===== src/rtl/mem_port_arbiter.sv =====
// -----------------------------------------------------------------------------
// mem_port_arbiter
//
// Shares the single main-memory port between the instruction-cache miss path
// (I) and the data-cache miss/writeback path (D). The granted request is
// latched into the M_* registers and held until memory completes. Each
// requester then sees one RESP cycle with its busywait low.
//
// Optional feature macro: ARB_RR_EN
//   defined   : round-robin between I and D when both request in IDLE
//   undefined : fixed priority, D always wins over I
//
// Ports
//   CLK, RESET               clock (rising edge), async active-high reset
//   I_READ, I_ADDR           I-cache line fill request
//   I_READDATA, I_BUSYWAIT   fill data (registered), request-not-complete
//   D_READ, D_WRITE          D-cache fill / writeback request
//   D_ADDR, D_WRITEDATA      D-cache block address, writeback data
//   D_READDATA, D_BUSYWAIT   fill data (registered), request-not-complete
//   M_READ, M_WRITE          memory strobes (registered)
//   M_ADDR, M_WRITEDATA      memory address / write data (registered)
//   M_READDATA, M_BUSYWAIT   memory response; done in first strobed cycle
//                            where M_BUSYWAIT is 0
//   GRANT                    {D,I} one-hot owner, 2'b00 when idle
//   dbg_state                current FSM state (IDLE=0, BUSY=1, RESP=2)
//
// Handshake: a requester raises its request and holds address/data until its
// busywait falls. Busywait is high in the same cycle the request appears and
// low for exactly the RESP cycle of that requester's transaction. The latched
// copy is used, so input changes after the grant are ignored.
// -----------------------------------------------------------------------------
module mem_port_arbiter #(
  parameter int ADDR_W = 28,
  parameter int DATA_W = 128
) (
  input  logic              CLK,
  input  logic              RESET,
  input  logic              I_READ,
  input  logic [ADDR_W-1:0] I_ADDR,
  output logic [DATA_W-1:0] I_READDATA,
  output logic              I_BUSYWAIT,
  input  logic              D_READ,
  input  logic              D_WRITE,
  input  logic [ADDR_W-1:0] D_ADDR,
  input  logic [DATA_W-1:0] D_WRITEDATA,
  output logic [DATA_W-1:0] D_READDATA,
  output logic              D_BUSYWAIT,
  output logic              M_READ,
  output logic              M_WRITE,
  output logic [ADDR_W-1:0] M_ADDR,
  output logic [DATA_W-1:0] M_WRITEDATA,
  input  logic [DATA_W-1:0] M_READDATA,
  input  logic              M_BUSYWAIT,
  output logic [1:0]        GRANT,
  output logic [1:0]        dbg_state
);

  typedef enum logic [1:0] {
    ST_IDLE = 2'd0,
    ST_BUSY = 2'd1,
    ST_RESP = 2'd2
  } state_t;

  localparam logic [1:0] GRANT_I = 2'b01;
  localparam logic [1:0] GRANT_D = 2'b10;

  state_t state;
  logic   d_req;
  logic   pick_d;

  assign dbg_state = state;

  // A simultaneous read and write from D is treated as a write.
  assign d_req = D_READ | D_WRITE;

`ifdef ARB_RR_EN
  // last_d: 1 when D was the most recent owner; reset value means "I".
  logic last_d;
  assign pick_d = d_req && (!I_READ || !last_d);
`else
  assign pick_d = d_req;
`endif

  always_ff @(posedge CLK or posedge RESET) begin
    if (RESET) begin
      state       <= ST_IDLE;
      M_READ      <= 1'b0;
      M_WRITE     <= 1'b0;
      M_ADDR      <= '0;
      M_WRITEDATA <= '0;
      I_READDATA  <= '0;
      D_READDATA  <= '0;
      GRANT       <= 2'b00;
`ifdef ARB_RR_EN
      last_d      <= 1'b0;
`endif
    end else begin
      case (state)
        ST_IDLE: begin
          if (d_req || I_READ) begin
            if (pick_d) begin
              GRANT   <= GRANT_D;
              M_ADDR  <= D_ADDR;
              M_WRITE <= D_WRITE;
              M_READ  <= !D_WRITE;
              if (D_WRITE) begin
                M_WRITEDATA <= D_WRITEDATA;
              end
            end else begin
              GRANT   <= GRANT_I;
              M_ADDR  <= I_ADDR;
              M_WRITE <= 1'b0;
              M_READ  <= 1'b1;
            end
`ifdef ARB_RR_EN
            last_d <= pick_d;
`endif
            state <= ST_BUSY;
          end
        end

        ST_BUSY: begin
          if (!M_BUSYWAIT) begin
            // Writes leave the owner's read-data register untouched.
            if (M_READ) begin
              if (GRANT == GRANT_D) begin
                D_READDATA <= M_READDATA;
              end else begin
                I_READDATA <= M_READDATA;
              end
            end
            M_READ  <= 1'b0;
            M_WRITE <= 1'b0;
            state   <= ST_RESP;
          end
        end

        ST_RESP: begin
          // GRANT stays valid through RESP so busywait can key off it.
          GRANT <= 2'b00;
          state <= ST_IDLE;
        end

        default: begin
          state <= ST_IDLE;
        end
      endcase
    end
  end

  // Combinational: a dropped request reads 0 even while its access completes.
  assign I_BUSYWAIT = I_READ && !((state == ST_RESP) && (GRANT == GRANT_I));
  assign D_BUSYWAIT = d_req  && !((state == ST_RESP) && (GRANT == GRANT_D));

endmodule


===== config.mk =====
export PLATFORM = sky130hd
export DESIGN_NAME = mem_port_arbiter
export DESIGN_NICKNAME = d
export VERILOG_FILES = /design/src/rtl/mem_port_arbiter.sv
export SDC_FILE = /design/constraint.sdc
export NUM_CORES = 1
export LEC_CHECK = 0
export CAP_MARGIN = 30
export CORE_AREA = 10 10 279 281
export DETAILED_ROUTE_END_ITERATION = 7
export DIE_AREA = 0 0 289 291
export GPL_TIMING_DRIVEN = 0
export PLACE_DENSITY_LB_ADDON = 0.15
export SYNTH_ARGS = -nofsm -noshare
export SYNTH_HDL_FRONTEND = slang
export SYNTH_SLANG_ARGS = --single-unit

===== constraint.sdc =====
create_clock -name CLK -period 18.45 [get_ports CLK]
set_input_delay 2.7675 -clock CLK [delete_from_list [all_inputs] [get_ports CLK]]
set_output_delay 2.7675 -clock CLK [all_outputs]
set_load 0.01 [all_outputs]

==> results.cfg <==
[power]
swShare_pct = 30.6
p_total_w = 0.00497
p_leak_nw = 12.3
seq_power_share_pct = 33.0
clkPwrFrac_pct = 21.1
peakVddDrop_mv = 0.0863
power.switching_w = 0.00152
p_int_w = 0.00345
p_comb_share_pct = 45.9
cellPowerDensity_nw_per_um2 = 181

[timing]
setup_ws_ns = 10.90
hold_violations = 0
setup_violations = 0
max-slew-margin-rel_pct = 50.1
fin_setup_tns_ns = 0
tightestPinTransition_ns = 0.749
period_share_pct = 40.9
fin_crit_ns = 7.55
rsz0062_at_grt = false
fmax_mhz = 133
skew_ns = 0.0132
slew_viol_final = 0

[drt]
via_per_inst = 4.00
wl_per_cell_um = 23.7
drt_first_pass_iters = 4
routed_wirelength_um = 64700
drc = 0
ant_nets = 0
drtIter0Drc = 284
vias = 10900

[global_routing]
gr-total-overflow = 0
grt_pass1_wl_um = 92100
grt_util_all_layers_pct = 14.8
antenna_found_initial = 6
grt_pass1_vias = 12400
grt_max_degree = 119

[synth]
synthTopCellsByCount = dfrtp_1 (418), mux2_4 (240), mux2_2 (200), buf_12 (22), buf_2 (12)
yosysMostFrequentCell = dfrtp_1
synthesis.area_um2 = 17100
synth_fp_nets = 1248
synthFlopType = dfrtp_1
ys_seq_elements = 418
synth_top_cell_area_share_pct = 61.2
synth_area_leader_cell = dfrtp_1
async_flop_share_pct = 100
synth_edf_count = 0
synth_cells = 930
ys_types = 27
avgSynthCellArea_um2 = 18.4
yosysSeqAreaShare_pct = 61.2
ys_warn_count = 0
ys_top_cells_by_area = dfrtp_1 (61%), mux2_4 (21%), mux2_2 (13%)

[placement]
io_buffers = 737
hpwlAfterDp_um = 50900
numPlacedInstances = 2629
place_ws_ns = 10.84
gp_congestion = 0.766

[worst_setup_path]
critPathSlowestCell = clkdlybuf4s50_1
path_class = in -> out
worstSetupStartpoint = D_WRITE
path_common_cell = clkdlybuf4s50_1
crit_cells = 5
rr_endpoint = M_WRITEDATA[83]
reg2reg_from = dbg_state[1]
required_ns = 15.68
start_kind = input port
cp-endpoint = D_BUSYWAIT
r2r_cells = 4
slowest_delay_ns = 0.59
critical_path_arrival_ns = 4.78
endpoint_kind = output port
crit_path_max_fanout = 10
path_buf_inv = 3
path_cells = clkdlybuf4s50_1 > nor2_1 > clkbuf_1 > a31oi_1 > clkdlybuf4s50_1
critPathTopFamily = buffers and inverters
rrSetupSlack_ns = 15.95

[cells_and_area]
finish.utilization_pct = 38.1
layout.nets = 2041
layout-drive-gt1-share_pct = 32.7
final_cell_count_no_fill = 2725
synthToLayoutAreaGrowth_pct = 61.2

[clock_tree]
cts_root_buffer = clkbuf_16
postCtsSetupBuffers = 0
cts_resized = 0
cts_buffers = 51
htree_num_levels = 2
cts_sinks = 418
cts_max_path_buffers = 3
cts_tree = built
clk_pin_slew_ns = 0.06
clkLatencyLatePin_ns = 0.58
ctsHoldBuffers = 0

[floorplan]
io_pins = 738
die_y_um = 291
num_rows = 99
coreArea_um2 = 72300
die_area_um2 = 84100
start_util_pct = 23.6
die_x_um = 289

[run_status]
status = completed

[min_path]
hold_path.class = reg -> reg

[flow_run]
drv_cap = 0
[kinds of logic after synthesis]
logic type      count (synthesis)  share of synthesized area [%]
compound gates                  8                          0.337
buf+inv                        53                           3.62
flops                         418                           61.2
mux                           441                           34.3
simple gates                   10                          0.513
[per-layer routing]
metal	vias up	share of wire, %	routed length [µm]	track usage (%)
met5	-	0.048	31	0
met1	5527	35	22500	15.0
met2	396	54	35000	27.8
met3	67	9.7	6250	6.26
met4	6	1.5	957	2.98
li1	4898	-	-	-
[registers in the layout (all words and copies together), names as in the netlist]
name,count
GRANT,2
M_WRITE,1
dbg_state,2
M_WRITEDATA,128
M_ADDR,28
I_READDATA,128
M_READ,1
D_READDATA,128
[stage by stage]
step,instance area (µm²),hold WS (ns)
2_1_floorplan,17100,0.550
3_5_place_dp,25800,0.491
5_1_grt,27500,0.511
3_3_place_gp,25700,0.488
4_1_cts,27500,0.504
6_report,27500,0.504
[area by class of cell]
type | instances | area, µm²
Inverter | 5 | 27.5
Timing Repair Buffer | 740 | 7460
Sequential cell | 418 | 10500
Clock buffer | 74 | 1570
Antenna cell | 3 | 7.51
Clock inverter | 19 | 210
Tap cell | 959 | 1200
Multi-Input combinational cell | 459 | 6010
Fill cell | 6908 | 44800
Buffer | 48 | 598
[power by group through the flow]
stage	combinational [W]	clock [W]	sequential, W
floorplan	0.000792	0	0.00184
global placement	0.00233	0	0.00164
detailed placement	0.00234	0	0.00165
CTS	0.00235	0.00109	0.00165
global route	0.00240	0.00113	0.00170
finish	0.00228	0.00105	0.00164
[worst min-delay path by stage]
stage,cells after the start,start,end
final,1,I_READDATA[27],I_READDATA[27]
after global routing,1,D_READDATA[126],D_READDATA[126]
after CTS,1,M_ADDR[9],M_ADDR[9]
after detailed placement,1,I_READDATA[26],I_READDATA[26]
after global placement,1,M_ADDR[20],M_ADDR[20]
after floorplan,1,M_ADDR[26],M_ADDR[26]
[cells in the final DEF (no fill, tap or decap), types with 2 or more instances in the layout]
master,instances
clkbuf_16,53
clkinvlp_4,3
buf_16,3
clkbuf_8,16
dfrtp_1,418
clkdlybuf4s50_1,737
mux2_2,200
nand2_1,2
inv_1,3
clkinv_2,11
clkbuf_1,11
buf_12,22
diode_2,3
bufinv_16,4
a21oi_1,2
buf_1,2
buf_2,12
mux2_4,240
buf_6,6
Power figures use the tool's default switching activity.
